==> config.mk <==
export PLATFORM = sky130hd
export DESIGN_NAME = sprite_blit_engine
export DESIGN_NICKNAME = d
export VERILOG_FILES = /design/src/rtl/sprite_blit_engine.sv
export SDC_FILE = /design/constraint.sdc
export NUM_CORES = 1
export LEC_CHECK = 0
export ABC_AREA = 1
export BUFFER_PORTS_ARGS = -buffer_cell sky130_fd_sc_hd__buf_2
export CAP_MARGIN = 5
export CELL_PAD_IN_SITES_DETAIL_PLACEMENT = 1
export CELL_PAD_IN_SITES_GLOBAL_PLACEMENT = 1
export CORE_AREA = 2 2 104 106
export DETAILED_ROUTE_END_ITERATION = 10
export DIE_AREA = 0 0 106 108
export GPL_ROUTABILITY_DRIVEN = 0
export PLACE_DENSITY = 0.9
export SYNTH_ARGS = -nofsm -noshare
export SYNTH_HDL_FRONTEND = slang
export SYNTH_SLANG_ARGS = --single-unit
export TNS_END_PERCENT = 30
==> constraint.sdc <==
create_clock -name clk -period 6.7 [get_ports clk]
set_input_delay 1.005 -clock clk [delete_from_list [all_inputs] [get_ports clk]]
set_output_delay 1.005 -clock clk [all_outputs]
set_load 0.1 [all_outputs]
==> src/rtl/sprite_blit_engine.sv <==
// Sprite blitter: scans a SPR_W x SPR_H sprite from a synchronous ROM and
// streams registered (x,y,colour,plot) to the VGA adapter, with origin
// offset, horizontal mirror, transparency skip, screen clipping and erase.
module sprite_blit_engine #(
  parameter int SPR_W     = 14,
  parameter int SPR_H     = 12,
  parameter int ADDR_W    = 8,
  parameter int ADDR_BASE = 0,
  parameter int COLOR_W   = 3,
  parameter int TRANSP    = 0,
  parameter int SCR_W     = 160,
  parameter int SCR_H     = 120
) (
  input  logic               clk,
  input  logic               reset,
  input  logic               start,
  input  logic [7:0]         origin_x,
  input  logic [6:0]         origin_y,
  input  logic               mirror,
  input  logic               erase,
  input  logic [COLOR_W-1:0] erase_color,
  output logic [ADDR_W-1:0]  rom_addr,
  input  logic [COLOR_W-1:0] rom_data,
  output logic [7:0]         vga_x,
  output logic [6:0]         vga_y,
  output logic [COLOR_W-1:0] vga_color,
  output logic               vga_plot,
  output logic               busy,
  output logic               done
);
  localparam int CW     = (SPR_W > 1) ? $clog2(SPR_W) : 1;
  localparam int RW     = (SPR_H > 1) ? $clog2(SPR_H) : 1;
  localparam int STAGES = 1;

  typedef enum logic [1:0] {IDLE, FETCH, FLUSH1, FLUSH2} state_t;
  state_t state, state_nx;

  // Scan position of the pixel currently on rom_addr, plus row*SPR_W
  logic [CW-1:0]      col;
  logic [RW-1:0]      row;
  logic [ADDR_W-1:0]  rbase;

  // Parameters of the blit in flight, captured on the accepted start
  logic [7:0]         ox_q;
  logic [6:0]         oy_q;
  logic               mir_q, er_q;
  logic [COLOR_W-1:0] ec_q;

  // Two-stage pipeline: [0] = address issued, [1] = ROM data valid
  logic [STAGES:0]    vld_pipe;
  logic [8:0]         a_x, b_x;   // one extra bit so overflow is clipped
  logic [7:0]         a_y, b_y;
  logic               a_last, b_last;

  // Issue-side combinational signals
  logic               accept, iss, iss_mir, last_col, last_px;
  logic [CW-1:0]      iss_col, iss_c;
  logic [RW-1:0]      iss_row;
  logic [ADDR_W-1:0]  iss_base, iss_addr;
  logic [7:0]         ox_s;
  logic [6:0]         oy_s;

  assign last_col = (col == CW'(SPR_W - 1));
  assign last_px  = last_col && (row == RW'(SPR_H - 1));
  assign busy     = (state != IDLE);

  // State register
  always_ff @(posedge clk) begin
    if (reset) state <= IDLE;
    else       state <= state_nx;
  end

  // Next state and the next pixel to issue to the ROM
  always_comb begin
    state_nx = state;
    accept   = 1'b0;
    iss      = 1'b0;
    iss_col  = '0;
    iss_row  = '0;
    iss_base = '0;
    iss_mir  = mir_q;
    ox_s     = ox_q;
    oy_s     = oy_q;
    case (state)
      IDLE: if (start) begin
        accept   = 1'b1;
        iss      = 1'b1;
        iss_mir  = mirror;
        ox_s     = origin_x;
        oy_s     = origin_y;
        state_nx = FETCH;
      end
      FETCH: if (last_px) begin
        state_nx = FLUSH1;
      end else begin
        iss = 1'b1;
        if (last_col) begin
          iss_row  = row + RW'(1);
          iss_base = rbase + ADDR_W'(SPR_W);
        end else begin
          iss_col  = col + CW'(1);
          iss_row  = row;
          iss_base = rbase;
        end
      end
      FLUSH1:  state_nx = FLUSH2;
      default: state_nx = IDLE;
    endcase
  end

  // Mirroring only changes which ROM column is read; screen x stays unmirrored
  assign iss_c    = iss_mir ? (CW'(SPR_W - 1) - iss_col) : iss_col;
  assign iss_addr = ADDR_W'(ADDR_BASE) + iss_base + ADDR_W'(iss_c);

  // Latches, scan counters, address/coordinate pipeline and VGA outputs
  always_ff @(posedge clk) begin
    if (reset) begin
      col       <= '0;
      row       <= '0;
      rbase     <= '0;
      ox_q      <= '0;
      oy_q      <= '0;
      mir_q     <= 1'b0;
      er_q      <= 1'b0;
      ec_q      <= '0;
      rom_addr  <= ADDR_W'(ADDR_BASE);
      vld_pipe  <= '0;
      a_x       <= '0;
      a_y       <= '0;
      a_last    <= 1'b0;
      b_x       <= '0;
      b_y       <= '0;
      b_last    <= 1'b0;
      vga_x     <= '0;
      vga_y     <= '0;
      vga_color <= '0;
      vga_plot  <= 1'b0;
      done      <= 1'b0;
    end else begin
      if (accept) begin
        ox_q  <= origin_x;
        oy_q  <= origin_y;
        mir_q <= mirror;
        er_q  <= erase;
        ec_q  <= erase_color;
      end
      if (iss) begin
        col      <= iss_col;
        row      <= iss_row;
        rbase    <= iss_base;
        rom_addr <= iss_addr;
        a_x      <= {1'b0, ox_s} + 9'(iss_col);
        a_y      <= {1'b0, oy_s} + 8'(iss_row);
        a_last   <= (iss_col == CW'(SPR_W - 1)) && (iss_row == RW'(SPR_H - 1));
      end
      vld_pipe <= {vld_pipe[STAGES-1:0], iss};
      b_x      <= a_x;
      b_y      <= a_y;
      b_last   <= a_last;
      vga_plot <= vld_pipe[STAGES] && (rom_data != COLOR_W'(TRANSP)) &&
                  (b_x <= 9'(SCR_W - 1)) && (b_y <= 8'(SCR_H - 1));
      done     <= vld_pipe[STAGES] && b_last;
      if (vld_pipe[STAGES]) begin
        vga_x     <= b_x[7:0];
        vga_y     <= b_y[6:0];
        vga_color <= er_q ? ec_q : rom_data;
      end
    end
  end
endmodule

==> impl_metrics.tcl <==
set metrics [dict create \
    clockBufferDepth 2 \
    clockRootBuffer "clkbuf_8" \
    grt_max_degree 58 \
    synth.largest_area_cell "dfxtp_1" \
    grt_pass1_vias 4143 \
    arrival_ns 3.84 \
    worst_setup_path_start_kind "flip-flop" \
    timing.rr.end "a_y[6]" \
    synthXorXnorAreaFrac 0.0323 \
    synthMuxAreaShare 0.00461 \
    post_cts.repair.setup_buffers 0 \
    hold_class "flip-flop to flip-flop" \
    holdBufCountCts 0 \
    vias_per_cell 5.06 \
    track_usage 0.219 \
    ir_worst_vdd_mv 0.276 \
    yosys_warnings 0 \
    ys_seq_area_frac 0.452 \
    antenna_found_initial 0 \
    top_level_ports 55 \
    hold_ws_ns 0.436 \
    cp_top_family "simple AND/OR/NAND/NOR gates" \
    finalHoldViolCount 0 \
    p_per_area_nw_per_um2 417 \
    synthSimpleGateAreaFrac 0.233 \
    synth_compound_area_frac 0.119 \
    min_period_ns 3.55 \
    grt_pass1_wl_mm 19.7 \
    cpMostUsedCell "inv_1" \
    ff2ff_path_depth 15 \
    setup_viol 0 \
    drv_slew 0 \
    reg2reg_slack_ns 3.15 \
    required_ns 6.99 \
    hold_path_depth 2 \
    syn-num-nets 641 \
    avgSynthCellArea_um2 7.80 \
    synth_area_um2 4610 \
    max_stage_delay_ns 0.54 \
    hold_path_end "b_y[2]" \
    crit_start "state[0]" \
    io_buffers 54 \
    synth_top_family_by_area "simple AND/OR/NAND/NOR gates" \
    die-area_um2 11400 \
    status "complete, no violations" \
    vias 3927 \
    crit_path_top_delay_cell "nand2_1" \
    area_growth_pct 11.9 \
    fin_nets 685 \
    htreeDepth 3 \
    top_layer "met4" \
    path_max_fanout 23 \
    n_fill_cell 1309 \
    rsz0062_at_grt "false" \
    async_reset_ff_frac 0 \
    routed_wirelength_mm 11.9 \
    first_iter_violations 150 \
    diodes 0 \
    chipWidth_um 106 \
    coreArea_um2 10200 \
    reg2reg_from "state[0]" \
    drt_pre_antenna_iters 4 \
    cts_resized 0 \
    synth_cells 591 \
    mostFrequentLayoutCell "dfxtp_1" \
    critPathCaptureType "flip-flop" \
    final_cell_mix "dfxtp_1, nor2_1, nand2_1" \
    slew_headroom 0.423 \
    finalSetupTns_ns 0 \
    leakagePower_nw 2.42 \
    ys_ff_latch 104 \
    fin_skew_ns 0.0143 \
    fin_crit_sh 0.529 \
    postRouteAntennaNets 0 \
    clk_pin_slew_ns 0.11 \
    path_class "flip-flop to flip-flop" \
    clk_latency_ns 0.39 \
    met1_length_mm 5.08 \
    worstPathCellList "inv_1 -> ha_1 -> nand2_1 -> inv_2 -> or2_2 -> o21ai_0 -> inv_1 -> ha_1 -> fa_1 -> a31oi_1 -> nor2_1 -> nand3_1 -> nand2_1 -> o22ai_1 -> inv_1" \
    cts_tree "done" \
    drc 0 \
    synthAdderAreaFrac 0.0700 \
    synth-edff-count 0 \
    overflow 0 \
    p_clk_frac 0.202 \
    power.switching_uw 990 \
    cap_violations 0 \
    synth_top_area_share 0.452 \
    combPwrFrac 0.417 \
    hp-start "a_y[2]" \
    start_util 0.451 \
    die_y_um 108 \
    wl_met3_um 310 \
    path_buf_inv 4 \
    cts_sinks 104 \
    cts_buffers 9 \
    p_sw_frac 0.460 \
    worst_slew_pin_slew_ns 0.865 \
    rows 37 \
    p_int_mw 1.16 \
    synth.area.top_cells "dfxtp_1, nor2_1, nand2_1, inv_1, ha_1" \
    dr_wl_met2_mm 6.32 \
    wl_per_cell_um 15.3 \
    timing.fmax_mhz 282 \
    ys_types 38 \
    synth_ff_type "dfxtp_1" \
    pwr-share-seq 0.382 \
    drive_above_1_share 0.155 \
    dpl.hpwl_mm 8.50 \
]
[flip-flops by register name, indices dropped and copies added (netlist names), 2 cells and up]
register   cells
a_x            9
b_x            9
a_y            8
b_y            8
ox_q           8
rbase          8
rom_addr       8
vga_x          8
oy_q           7
vga_y          7
col            4
row            4
ec_q           3
vga_color      3
state          2
vld_pipe       2
[Yosys cell counts, types with 2 or more instances]
master    instances
a211oi_1          2
a21oi_1          44
buf_1             3
buf_2             4
buf_4             2
buf_6             3
clkbuf_1         10
dfxtp_1         104
fa_1              3
ha_1             21
inv_1            76
inv_2             2
nand2_1          87
nand3_1          22
nand4_1           9
nor2_1           92
nor2_2            2
nor2_4            6
nor3_1            2
o21ai_0          47
o21ai_1           2
o22a_1            4
o22ai_1           2
or2_2            13
xnor2_1           9
xor2_1            8
[how the worst max path moves through the flow]
stage,to,slack [ns],depth (start not counted)
final,a_y[6],3.15,15
after global placement,a_y[6],2.94,14
after global routing,rom_addr[6],2.84,17
after detailed placement,a_y[6],2.76,14
after floorplan,rom_addr[7],3.58,14
after CTS,a_y[6],3.16,15
[metrics by stage]
step	instances	util	total power [mW]	instance area (um^2)	worst slack (ns)
6_report	776	0.504	2.15	5160	3.15
5_1_grt	776	0.504	2.28	5160	2.84
4_1_cts	776	0.504	2.17	5160	3.16
3_5_place_dp	760	0.483	1.72	4940	2.76
3_3_place_gp	760	0.483	1.66	4940	2.94
2_1_floorplan	591	-	1.54	4610	3.58
[per-layer routing]
| layer | up-vias | global-route usage |
|---|---|---|
| met3 | 15 | 0.0464 |
| met1 | 1901 | 0.239 |
| met2 | 54 | 0.424 |
| li1 | 1957 | - |
| met4 | 0 | 0.0620 |
| met5 | - | 0 |
[worst reg2reg max path, delay by kind of cell, from the launching register on]
| family | cells | cell delay (ns) |
|---|---|---|
| AO/OA/AOI/OAI | 3 | 0.45 |
| adder cells (fa/ha/maj) | 3 | 0.86 |
| buffers and inverters | 4 | 0.55 |
| flip-flops | 1 | 0.40 |
| AND/OR/NAND/NOR | 5 | 1.19 |
[final cells by class]
| class | instances | area (um^2) | share of cell area |
|---|---|---|---|
| multi-input combinational | 387 | 2120 | 0.411 |
| tap | 136 | 170 | 0.0330 |
| clock inverter | 7 | 95.1 | 0.0184 |
| clock buffer | 9 | 124 | 0.0240 |
| timing repair buffer | 55 | 278 | 0.0538 |
| inverter | 78 | 293 | 0.0567 |
| sequential | 104 | 2080 | 0.403 |
[kinds of logic after synthesis]
group | after synthesis
fa+ha+maj | 24
compound gates | 104
xor+xnor | 17
buf+inv | 100
mux | 2
flops | 104
simple gates | 240
[power groups by stage]
stage	logic [mW]	registers [mW]	clock network, mW
after detailed placement	0.885	0.832	0
after global placement	0.842	0.820	0
after global routing	0.978	0.833	0.468
after CTS	0.904	0.821	0.440
after floorplan	0.520	1.02	0
final	0.897	0.821	0.434
Note: power is estimated with default switching activity, not from simulation.
